### src/rtl/mult_div_hilo_pkg.sv
// Shared types and defaults for the multi-cycle MULT/DIV unit that owns HI and LO.
package mult_div_hilo_pkg;

  localparam int unsigned DefWidth = 32;
  localparam int unsigned DefIters = 32;

  typedef enum logic [1:0] {
    StIdle = 2'd0,
    StMult = 2'd1,
    StDiv  = 2'd2,
    StDone = 2'd3
  } state_e;

endpackage

### src/rtl/mult_div_hilo_if.sv
// Control/operand/result bundle between the MIPS control path and the MULT/DIV unit.
interface mult_div_hilo_if
  import mult_div_hilo_pkg::*;
#(
  parameter int unsigned Width = DefWidth
) ();

  logic             start_mult;
  logic             start_div;
  logic             mthi;
  logic             mtlo;
  logic [Width-1:0] A_in;
  logic [Width-1:0] B_in;
  logic [Width-1:0] HI_Out;
  logic [Width-1:0] LO_Out;
  logic             busy;
  logic             done;
  logic             div_zero;

  modport master (
    output start_mult, start_div, mthi, mtlo, A_in, B_in,
    input  HI_Out, LO_Out, busy, done, div_zero
  );

  modport slave (
    input  start_mult, start_div, mthi, mtlo, A_in, B_in,
    output HI_Out, LO_Out, busy, done, div_zero
  );

endinterface

### src/rtl/mult_div_hilo_div_step.sv
// One restoring-division step on unsigned magnitudes: shift in the next dividend bit, try subtract.
module mult_div_hilo_div_step #(
  parameter int unsigned Width = 32
) (
  input  logic [Width-1:0] rem_i,
  input  logic [Width-1:0] quot_i,
  input  logic [Width-1:0] dvsr_i,
  output logic [Width-1:0] rem_o,
  output logic [Width-1:0] quot_o
);

  logic [Width:0] shifted;
  logic [Width:0] diff;
  logic           fits;

  always_comb begin
    shifted = {rem_i, quot_i[Width-1]};
    diff    = shifted - {1'b0, dvsr_i};
    fits    = (shifted >= {1'b0, dvsr_i});
    // Remainder stays below the divisor, so the top bit is always zero here.
    rem_o   = fits ? diff[Width-1:0] : shifted[Width-1:0];
    quot_o  = {quot_i[Width-2:0], fits};
  end

endmodule

### src/rtl/mult_div_hilo.sv
// Signed multi-cycle MULT (Booth radix-2) / DIV (restoring) unit holding the HI and LO registers.
module mult_div_hilo
  import mult_div_hilo_pkg::*;
#(
  parameter int unsigned Width = DefWidth,
  parameter int unsigned Iters = DefIters
) (
  input logic            clk,
  input logic            reset,
  mult_div_hilo_if.slave bus
);

  localparam int unsigned CntW = $clog2(Iters + 1);
  localparam logic [CntW-1:0] LastCnt = CntW'(Iters);

  state_e             state_q, state_d;
  logic [CntW-1:0]    cnt_q, cnt_d;
  logic [2*Width:0]   booth_q, booth_d;
  logic [Width-1:0]   mcand_q, mcand_d;
  logic [Width-1:0]   rem_q, rem_d, quot_q, quot_d, dvsr_q, dvsr_d;
  logic               sign_a_q, sign_a_d, sign_b_q, sign_b_d, dz_q, dz_d;
  logic [Width-1:0]   hi_q, hi_d, lo_q, lo_d;

  logic [Width:0]     acc_ext, mcand_ext, sum_ext;
  logic [Width-1:0]   rem_step, quot_step;

  mult_div_hilo_div_step #(.Width(Width)) u_div_step (
    .rem_i  (rem_q),
    .quot_i (quot_q),
    .dvsr_i (dvsr_q),
    .rem_o  (rem_step),
    .quot_o (quot_step)
  );

  // Accumulator is widened by one bit so the shift keeps the true sign even for -2^(W-1).
  always_comb begin
    acc_ext   = {booth_q[2*Width], booth_q[2*Width:Width+1]};
    mcand_ext = {mcand_q[Width-1], mcand_q};
    case (booth_q[1:0])
      2'b01:   sum_ext = acc_ext + mcand_ext;
      2'b10:   sum_ext = acc_ext - mcand_ext;
      default: sum_ext = acc_ext;
    endcase
  end

  always_comb begin
    state_d  = state_q;
    cnt_d    = cnt_q;
    booth_d  = booth_q;
    mcand_d  = mcand_q;
    rem_d    = rem_q;
    quot_d   = quot_q;
    dvsr_d   = dvsr_q;
    sign_a_d = sign_a_q;
    sign_b_d = sign_b_q;
    dz_d     = dz_q;
    hi_d     = hi_q;
    lo_d     = lo_q;

    unique case (state_q)
      StIdle: begin
        if (bus.start_mult) begin
          state_d = StMult;
          cnt_d   = '0;
          booth_d = {{Width{1'b0}}, bus.A_in, 1'b0};
          mcand_d = bus.B_in;
          dz_d    = 1'b0;
        end else if (bus.start_div) begin
          state_d  = StDiv;
          cnt_d    = '0;
          sign_a_d = bus.A_in[Width-1];
          sign_b_d = bus.B_in[Width-1];
          rem_d    = '0;
          quot_d   = bus.A_in[Width-1] ? -bus.A_in : bus.A_in;
          dvsr_d   = bus.B_in[Width-1] ? -bus.B_in : bus.B_in;
          dz_d     = (bus.B_in == '0);
        end else begin
          if (bus.mthi) hi_d = bus.A_in;
          if (bus.mtlo) lo_d = bus.A_in;
        end
      end
      StMult: begin
        if (cnt_q == LastCnt) begin
          state_d = StDone;
          hi_d    = booth_q[2*Width:Width+1];
          lo_d    = booth_q[Width:1];
        end else begin
          booth_d = {sum_ext, booth_q[Width:1]};
          cnt_d   = cnt_q + CntW'(1);
        end
      end
      StDiv: begin
        if (dz_q) begin
          state_d = StDone;
        end else if (cnt_q == LastCnt) begin
          state_d = StDone;
          lo_d    = (sign_a_q ^ sign_b_q) ? -quot_q : quot_q;
          hi_d    = sign_a_q ? -rem_q : rem_q;
        end else begin
          rem_d  = rem_step;
          quot_d = quot_step;
          cnt_d  = cnt_q + CntW'(1);
        end
      end
      StDone: state_d = StIdle;
      default: state_d = StIdle;
    endcase
  end

  always_ff @(posedge clk) begin
    if (reset) begin
      state_q  <= StIdle;
      cnt_q    <= '0;
      booth_q  <= '0;
      mcand_q  <= '0;
      rem_q    <= '0;
      quot_q   <= '0;
      dvsr_q   <= '0;
      sign_a_q <= 1'b0;
      sign_b_q <= 1'b0;
      dz_q     <= 1'b0;
      hi_q     <= '0;
      lo_q     <= '0;
    end else begin
      state_q  <= state_d;
      cnt_q    <= cnt_d;
      booth_q  <= booth_d;
      mcand_q  <= mcand_d;
      rem_q    <= rem_d;
      quot_q   <= quot_d;
      dvsr_q   <= dvsr_d;
      sign_a_q <= sign_a_d;
      sign_b_q <= sign_b_d;
      dz_q     <= dz_d;
      hi_q     <= hi_d;
      lo_q     <= lo_d;
    end
  end

  always_comb begin
    bus.HI_Out   = hi_q;
    bus.LO_Out   = lo_q;
    bus.busy     = (state_q != StIdle);
    bus.done     = (state_q == StDone);
    bus.div_zero = (state_q == StDone) && dz_q;
  end

endmodule
### src/flat_wrapper.sv
// flat-port wrapper written by rule: the top's interface ports become plain ports
module mult_div_hilo_flat import mult_div_hilo_pkg::*;
#(
  parameter int unsigned Width = DefWidth,
  parameter int unsigned Iters = DefIters
)
  (clk, reset, bus_start_mult, bus_start_div, bus_mthi, bus_mtlo, bus_A_in, bus_B_in, bus_HI_Out, bus_LO_Out, bus_busy, bus_done, bus_div_zero);
  mult_div_hilo_if #(.Width(Width)) bus_i ();
  input logic clk;
  input logic reset;
  input wire logic [$bits(bus_i.start_mult)-1:0] bus_start_mult;
  input wire logic [$bits(bus_i.start_div)-1:0] bus_start_div;
  input wire logic [$bits(bus_i.mthi)-1:0] bus_mthi;
  input wire logic [$bits(bus_i.mtlo)-1:0] bus_mtlo;
  input wire logic [$bits(bus_i.A_in)-1:0] bus_A_in;
  input wire logic [$bits(bus_i.B_in)-1:0] bus_B_in;
  output wire logic [$bits(bus_i.HI_Out)-1:0] bus_HI_Out;
  output wire logic [$bits(bus_i.LO_Out)-1:0] bus_LO_Out;
  output wire logic [$bits(bus_i.busy)-1:0] bus_busy;
  output wire logic [$bits(bus_i.done)-1:0] bus_done;
  output wire logic [$bits(bus_i.div_zero)-1:0] bus_div_zero;
  assign bus_i.start_mult = bus_start_mult;
  assign bus_i.start_div = bus_start_div;
  assign bus_i.mthi = bus_mthi;
  assign bus_i.mtlo = bus_mtlo;
  assign bus_i.A_in = bus_A_in;
  assign bus_i.B_in = bus_B_in;
  assign bus_HI_Out = bus_i.HI_Out;
  assign bus_LO_Out = bus_i.LO_Out;
  assign bus_busy = bus_i.busy;
  assign bus_done = bus_i.done;
  assign bus_div_zero = bus_i.div_zero;
  mult_div_hilo #(.Width(Width), .Iters(Iters)) u_core (.clk(clk), .reset(reset), .bus(bus_i));
endmodule
### config.mk
export PLATFORM = sky130hd
export DESIGN_NAME = mult_div_hilo_flat
export DESIGN_NICKNAME = d
export VERILOG_FILES = /design/src/rtl/mult_div_hilo_pkg.sv /design/src/rtl/mult_div_hilo_if.sv /design/src/rtl/mult_div_hilo_div_step.sv /design/src/rtl/mult_div_hilo.sv /design/src/flat_wrapper.sv
export SDC_FILE = /design/constraint.sdc
export NUM_CORES = 1
export LEC_CHECK = 0
export BUFFER_PORTS_ARGS = -buffer_cell sky130_fd_sc_hd__buf_2
export CAP_MARGIN = 20
export CORE_MARGIN = 5
export CORE_UTILIZATION = 25
export CTS_CLUSTER_SIZE = 16
export DETAILED_ROUTE_END_ITERATION = 7
export GPL_TIMING_DRIVEN = 0
export MAX_ROUTING_LAYER = met4
export PLACE_DENSITY = 0.36
export SLEW_MARGIN = 10
export SYNTH_ARGS = -nofsm -noshare
export SYNTH_HDL_FRONTEND = slang
export SYNTH_SLANG_ARGS = --single-unit
### constraint.sdc
create_clock -name clk -period 6 [get_ports clk]
set_clock_uncertainty 0.05 [all_clocks]
set_input_delay 1.2 -clock clk [delete_from_list [all_inputs] [get_ports clk]]
set_output_delay 1.2 -clock clk [all_outputs]
set_load 0.05 [all_outputs]
==> After elaboration in Yosys (flattened, before gate mapping) <==
Index checks and enable logic that the tools add are counted.
{ "totals": {"regBits": 268, "latch_bits": 0, "ram_bits": 0, "romBits": 0, "inputBits": 70, "out_inout_bits": 67, "elab_cells": 105, "n_memories": 0} }
{ "classes": {"n_addsub": 8, "n_mul": 0, "div_mod_pow": 0, "magnitude_cmp": 1, "eq_ne": 19, "shifts": 0, "muxes": 45, "bitwise": 2, "n_reduce_logical": 17} }
{ "op_table": {"columns": ["operator", "n"], "rows": [
  ["$mux 32", 25],
  ["$pmux 32 s3", 2],
  ["$mux 65", 2],
  ["$pmux 65 s2", 1],
  ["$neg 32->32", 4],
  ["$pmux 32 s2", 2],
  ["$pmux 33 s2", 1],
  ["$add 32x32->33", 1],
  ["$ge 33x32->1", 1],
  ["$sub 32x32->33", 1],
  ["$logic_not 32->1", 1],
  ["$sub 32x32->32", 1],
  ["$mux 6", 4],
  ["$ne 2x2->1 const B", 9],
  ["$pmux 6 s3", 1],
  ["$reduce_and 7->1", 2],
  ["$reduce_and 3->1", 3],
  ["$mux 2", 4],
  ["$pmux 2 s4", 1],
  ["$reduce_bool 2->1", 4],
  ["$add 6x1->6 const B", 1],
  ["$eq 2x2->1 const B", 3],
  ["$eq 6x6->1 const B", 1],
  ["$ne 3x3->1 const B", 2],
  ["11 further kinds", 15]
]} }

==> Depth between registers and ports, before layout <==
Gate-level depths: netlist of run 1.
{ "depth": {"ltp_word": 5, "ltp_mapped": 18, "ltp_nobuf": 17} }

==> Modules after synthesis <==
Synthesis of run 1 repeated with hierarchy kept, for this count alone.
{ "hier_totals": {"hier_cells": 2574, "hier_area_um2": 18770.5} }
{ "modules_own_cells": {"columns": ["mod", "instances", "cells_per_inst", "area_per_inst_um2", "seq_area_each_um2"], "rows": [
  ["mult_div_hilo", 1, 2161, 16060.4, 5365.1],
  ["mult_div_hilo_div_step", 1, 413, 2710.1, 0.0]
]} }

==> Worst setup path after synthesis of run 1 <==
No wires, ideal clock.
{ "synth_timing": {"kind": "register to register", "startpoint": "register u_core.mcand_q[2]", "endpoint": "register u_core.booth_q[64]", "setup_ns": 0.079, "arrival_time_ns": 3.674, "required_ns": 5.871, "setup_slack_ns": 2.197, "path_stages_with_launch": 19, "n_path_buf": 1, "period_less_slack_ns": 3.803, "path_cell_list": "dfxtp_1 -> nor4_1 -> nor4b_1 -> nand3_1 -> nor2_1 -> nand2_1 -> nor2_1 -> a21oi_1 -> xnor2_1 -> ha_1 -> clkbuf_1 -> a21o_1 -> a21oi_1 -> nor2b_1 -> o21ai_0 -> a21oi_1 -> nor4_1 -> or4_1 -> o211ai_1"} }
{ "synth_via": {"elab_chain_len": 4, "elab_cells_between_ends": 5, "classes_between": "2 x add/sub; 3 x mux"} }
{ "synth_lines": {"columns": ["item", "line", "source"], "rows": [
  ["start, declared", "mult_div_hilo.sv:19", "logic [Width-1:0] mcand_q, mcand_d;"],
  ["start signal, assigned", "mult_div_hilo.sv:128", "mcand_q <= mcand_d;"],
  ["$sub 32x32->33 / $add 32x32->33 (equally long branches)", "mult_div_hilo.sv:41, mult_div_hilo.sv:40", null],
  ["$pmux 33 s2 (*)", "mult_div_hilo.sv:39", "case (booth_q[1:0])"],
  ["$mux 65 (*)", "mult_div_hilo.sv:83", "if (cnt_q == LastCnt) begin"],
  ["$pmux 65 s2 (*)", "mult_div_hilo.sv:60", "unique case (state_q)"],
  ["end signal, assigned", "mult_div_hilo.sv:127", "booth_q <= booth_d;"],
  ["end, declared", "mult_div_hilo.sv:18", "logic [2*Width:0] booth_q, booth_d;"]
]} }
Every way passes the cells marked *; elsewhere a longest branch is shown, timed or not. The select of a mux whose other input is x is not followed.
A chain may end at the register's enable or synchronous reset.

==> Worst setup path in the final report of run 1 <==
{ "layout_timing": {"startpoint": "register u_core.booth_q[1]", "endpoint": "register u_core.booth_q[64]"} }
{ "layout_via": {"elab_chain_len": 4, "elab_cells_between_ends": 7, "classes_between": "3 x eq/ne; 3 x mux; 1 x reduce/logical"} }
{ "layout_lines": {"columns": ["item", "line"], "rows": [
  ["$eq 2x2->1 / $eq 2x1->1 (equally long branches)", "mult_div_hilo.sv:39"],
  ["$pmux 33 s2", "mult_div_hilo.sv:39"],
  ["$mux 65", "mult_div_hilo.sv:83"],
  ["$pmux 65 s2", "mult_div_hilo.sv:60"]
]} }
Parallel ways exist; a longest one is shown, timed or not. The select of a mux whose other input is x is not followed.

==> results_dict.tcl, run 1 <==
set metrics [dict create \
    outcome "completed" \
    drt_pass1_iterations 5 \
    cts_tree "yes" \
    cp_slowest_cell "nor4_1" \
    critPathLaunchType "flip-flop" \
    root_buffer "clkbuf_16" \
    clk_latency_ps 570 \
    worst_pin_slew_ps 1040 \
    switching_share 0.523 \
    port_buffers 135 \
    cap_violations 0 \
    synth_edf_count 0 \
    h-tree-depth 2 \
    fin_util 0.293 \
    fin_crit_sh 0.822 \
    final_hold_viol_count 0 \
    final_common_cell "nand2_1" \
    postSynthNetCount 2670 \
    path_class "reg -> reg" \
    core_area_sq_um 74200 \
    layout_common_cells "nand2_1, dfxtp_1, a21oi_1" \
    area_delta_synth_final_pct 16.7 \
    io_pins 137 \
    dr_total_vias 19582 \
    ys.flop_type "dfxtp_1" \
    final_cell_count_no_fill 3688 \
    hpwl_um 71700 \
    grtUsageTotal 0.216 \
    overflow 0 \
    antenna_left 0 \
    cts_buffers 36 \
    combPwrFrac 0.579 \
    cts_buffer_depth 3 \
    p_sw_mw 6.09 \
    cp.required_ps 6400 \
    gp_congestion 0.885 \
    cp.arrival_ps 5340 \
    async_flop_share 0 \
    pwr-share-clk 0.198 \
    yosys_warnings 0 \
    cts.sink_count 268 \
    slew_headroom 0.304 \
    fin_nets 2844 \
    dp_cells 3626 \
    yosysSeqAreaShare 0.288 \
    hold_buffers 0 \
    setup_viol 0 \
    drt_iter0_markers 1386 \
    fill_cells 8171 \
    p_seq_frac 0.224 \
    die_h_um 283 \
    grt_pass1_vias 18758 \
    intPower_mw 5.54 \
    grt_max_degree 12 \
    wl_um 88900 \
    drv_slew 0 \
    via_per_inst 5.31 \
    drive_above_1_share 0.0857 \
    initial_core_util 0.251 \
    power_mw 11.6 \
    antenna_found_initial 1 \
    avgSynthCellArea_sq_um 7.39 \
    path_clk_slew_ps 60 \
    p_per_area_nw_per_um2 535 \
    crit_fanout 10 \
    grt_pass1_wl_um 129000 \
    post-cts-setup-buffers 0 \
    wl_per_cell_um 24.1 \
    synth_seq_cells 268 \
    holdCritPathClass "reg -> reg" \
    synth_cells 2521 \
    final.min_clock_period_ps 4930 \
    syn_area_sq_um 18600 \
    synth_cell_types 85 \
    p_leak_nw 8.15 \
    max_freq_mhz 203 \
    rows 100 \
    max_stage_delay_ps 590 \
    fin_tns_setup_ps 0 \
    worstPathCellList "ha_1 -> clkbuf_1 -> clkbuf_1 -> nor2_1 -> xnor2_1 -> ha_1 -> nor2b_1 -> o31a_1 -> o21ai_1 -> a21oi_1 -> o31a_1 -> nor4_1 -> or4_1 -> o211ai_1" \
    post_cts_resized 0 \
    end_kind "flip-flop" \
    dieArea_sq_um 80100 \
    die_w_um 283 \
    drc 0 \
    peakVddDrop_v 0.000172 \
    rsz0062_at_grt "false" \
]
## power by group through the flow
stage                     Clock (mW)  Sequential [mW]  Combinational [mW]
after floorplan                    0             3.14                3.83
after global placement             0             2.63                6.68
after detailed placement           0             2.64                6.68
after CTS                       2.36             2.61                6.70
after global routing            2.42             2.66                7.26
final                           2.30             2.60                6.73
## cells by family after synthesis
kind of cell,after synthesis,synth area share
AOI/OAI and AO/OA,768,0.269
xor gates and xnor gates,187,0.0879
adders and majority gates,79,0.0538
buffers and inverters,255,0.0524
DFF,268,0.288
muxes,26,0.0141
and+or+nand+nor,938,0.235
## metrics by stage
step | area (sq um) | hold WS, ps | setup WS, ps
after CTS | 21800 | 403 | 1180
final | 21800 | 399 | 1070
after floorplan | 18600 | 391 | 2200
after detailed placement | 20500 | 395 | 1180
after global routing | 21800 | 428 | 583
after global placement | 20500 | 394 | 1190
## per-layer routing
layer	vias to the layer above	share of wire	track usage	wire length [um]
li1	9415	-	-	-
met1	9488	0.48	0.294	42300
met2	575	0.45	0.343	40200
met3	104	0.045	0.0248	3980
met4	0	0.028	0.0569	2460
met5	-	0	-	0
## Yosys cell counts, types with 24 or more instances
master / instances / area [sq um]
nand4_1: 25 / 156
nand2_1: 403 / 1510
o21ai_0: 93 / 465
o21ai_1: 45 / 225
a31oi_1: 24 / 150
a21oi_1: 264 / 1320
o31ai_1: 34 / 255
inv_1: 87 / 327
a211oi_1: 40 / 300
a311oi_1: 69 / 604
nand3_1: 40 / 200
xor2_1: 82 / 718
nor2_1: 240 / 901
xnor2_1: 105 / 920
ha_1: 77 / 963
nand2b_1: 46 / 288
clkbuf_1: 144 / 541
mux2i_1: 24 / 240
nor3_1: 39 / 195
a21o_1: 36 / 270
dfxtp_1: 268 / 5370
## path summary, 6_finish.rpt
kind              cells after the start  slack (ps)                     to                   from
setup reg to reg                     14        1070     u_core.booth_q[64]      u_core.booth_q[1]
hold reg to reg                       2         400  u_core.bus.LO_Out[15]  u_core.bus.LO_Out[15]
setup / recovery                     14        1070     u_core.booth_q[64]      u_core.booth_q[1]
hold / removal                        2         400  u_core.bus.LO_Out[15]  u_core.bus.LO_Out[15]
## sequential cells by signal, indices dropped and copies added (netlist names)
signal / flops
u_core.rem_q: 32
u_core.cnt_q: 6
u_core.quot_q: 32
u_core.sign_a_q: 1
u_core.bus.LO_Out: 32
u_core.mcand_q: 32
u_core.state_q: 2
u_core.sign_b_q: 1
u_core.dvsr_q: 32
u_core.bus.HI_Out: 32
u_core.booth_q: 65
u_core.dz_q: 1
## worst max-delay path, delay by kind of cell (launching register included)
| kind | cells | cell delay [ps] |
|---|---|---|
| compound gates | 5 | 1290 |
| simple gates | 4 | 1080 |
| buf+inv | 2 | 870 |
| fa+ha+maj | 2 | 570 |
| xor+xnor | 1 | 490 |
| flops | 1 | 450 |
## cell type report
type | instances | area [sq um] | share of cell area
Inverter | 87 | 327 | 0.0150
Multi-Input combinational cell | 1998 | 12300 | 0.565
Tap cell | 969 | 1210 | 0.0557
Clock buffer | 50 | 1050 | 0.0485
Sequential cell | 268 | 5370 | 0.247
Buffer | 168 | 651 | 0.0299
Antenna cell | 1 | 2.50 | 0.000115
Timing Repair Buffer | 136 | 687 | 0.0316
Clock inverter | 11 | 163 | 0.00748
No activity file was read; power rests on OpenSTA's default activity.
==> run 2, diff against run 1 <==
==> constraint.sdc (replaced) <==
create_clock -name clk -period 5.1 [get_ports clk]
set_clock_uncertainty 0.05 [all_clocks]
set_input_delay 1.02 -clock clk [delete_from_list [all_inputs] [get_ports clk]]
set_output_delay 1.02 -clock clk [all_outputs]
set_load 0.05 [all_outputs]
==> results_dict.tcl, run 2 (same netlist as run 1, synthesis figures left out) <==
set metrics [dict create \
    p_leak_nw 8.16 \
    cts.sink_count 268 \
    wl_per_cell_um 24.1 \
    cp.required_ps 5480 \
    final_hold_viol_count 0 \
    die_h_um 283 \
    overflow 0 \
    gp_congestion 0.885 \
    dr_total_vias 19618 \
    dieArea_sq_um 80100 \
    io_pins 137 \
    rows 100 \
    cap_violations 0 \
    critPathMostFrequentCell "ha_1" \
    end_kind "flip-flop" \
    initial_core_util 0.251 \
    placed_area_sq_um 20500 \
    fin_crit_sh 0.920 \
    fill_cells 8170 \
    layout_common_cells "nand2_1, dfxtp_1, a21oi_1" \
    wl_um 89000 \
    drt_iter0_markers 1437 \
    rsz0062_at_grt "false" \
    path_class "reg -> reg" \
    grtUsageTotal 0.216 \
    cp_slowest_cell "nor3b_1" \
    setup_viol 0 \
    drive_above_1_share 0.0868 \
    p_per_area_nw_per_um2 629 \
    area_delta_synth_final_pct 16.8 \
    final.min_clock_period_ps 4690 \
    drc 0 \
    die_w_um 283 \
    worst_pin_slew_ps 1030 \
    worstPathCellList "ha_1 -> clkbuf_1 -> clkbuf_2 -> nor2_1 -> xnor2_1 -> ha_1 -> nor2b_1 -> o31a_1 -> o21ai_1 -> a21oi_1 -> nor3b_1 -> o211a_1 -> xor2_1 -> o22ai_1" \
    h-tree-depth 2 \
    holdCritPathClass "reg -> reg" \
    min_path_cells 2 \
    path_clk_slew_ps 60 \
    max_freq_mhz 213 \
    critPathLaunchType "flip-flop" \
    grt_pass1_vias 18758 \
    postLayoutCellArea_sq_um 21800 \
    clk_latency_ps 560 \
    outcome "completed" \
    core_area_sq_um 74200 \
    cts_tree "yes" \
    grt_max_degree 12 \
    peakVddDrop_v 0.000202 \
    max_stage_delay_ps 490 \
    hold_buffers 0 \
    grt_pass1_wl_um 129000 \
    fin_tns_setup_ps 0 \
    via_per_inst 5.32 \
    largest_reg_flops 65 \
    cts_buffer_depth 3 \
    hpwl_um 71700 \
    critPathLaunch "u_core.booth_q[1]" \
    crit_fanout 10 \
    r2r_start "u_core.booth_q[1]" \
    antenna_found_initial 1 \
    ff2ff_path_depth 14 \
    final_common_cell "nand2_1" \
    port_buffers 135 \
    fin_nets 2844 \
    cts_buffers 36 \
    root_buffer "clkbuf_16" \
    antenna_left 0 \
    drv_slew 0 \
    cp.arrival_ps 5070 \
    hp-start "u_core.bus.LO_Out[15]" \
    regMostFlops "u_core.booth_q" \
    slew_headroom 0.310 \
    drt_pass1_iterations 6 \
]
run 2: power by group:
group / leakage, nW / internal (mW) / switching, mW
clock network: 0.605 / 1.64 / 1.06
registers: 2.19 / 2.63 / 0.437
logic: 5.37 / 2.26 / 5.66
run 2: critical path: cells and delay by family, from the launching register on:
kind                       cells  cell delay, ps
buffers and inverters          2             780
adders and majority gates      2             560
DFF                            1             450
and+or+nand+nor                3             750
AOI/OAI and AO/OA              5            1300
xor gates and xnor gates       2             660
run 2: through the flow:
step	setup slack, ps	hold WS, ps	util	power [mW]	std cells
final	407	402	0.293	13.7	3688
after global routing	107	428	0.293	14.5	3688
after detailed placement	276	395	0.277	11.0	3626
after floorplan	1300	391	-	8.21	2521
after CTS	276	403	0.293	13.7	3687
after global placement	293	394	0.277	11.0	3625
run 2: final timing paths:
check	to	slack (ps)
max	u_core.booth_q[58]	410
min reg2reg	u_core.bus.LO_Out[15]	400
max reg2reg	u_core.booth_q[58]	410
min	u_core.bus.LO_Out[15]	400
run 2: layout make-up:
| class | instances | area [sq um] | share of cell area |
|---|---|---|---|
| multi-input cells | 1998 | 12300 | 0.565 |
| flip-flops and latches | 268 | 5370 | 0.246 |
| well taps | 969 | 1210 | 0.0557 |
| clock buffers | 50 | 1050 | 0.0484 |
| repair buffers | 136 | 687 | 0.0315 |
| plain buffers | 168 | 652 | 0.0299 |
| inverters | 87 | 327 | 0.0150 |
| clock inverters | 11 | 163 | 0.00747 |
| diodes | 1 | 2.50 | 0.000115 |
run 2: layer usage:
| layer | GRT usage | part of all wire |
|---|---|---|
| met5 | - | 0 |
| met4 | 0.0569 | 0.028 |
| met3 | 0.0248 | 0.045 |
| met2 | 0.343 | 0.45 |
| met1 | 0.294 | 0.47 |
run 2: what timing repair did:
| item | CTS | global route |
|---|---|---|
| setup buffers | 0 | 0 |
| resized for setup | 0 | 4 |
| endpoints found under the setup margin | 0 | 6 |
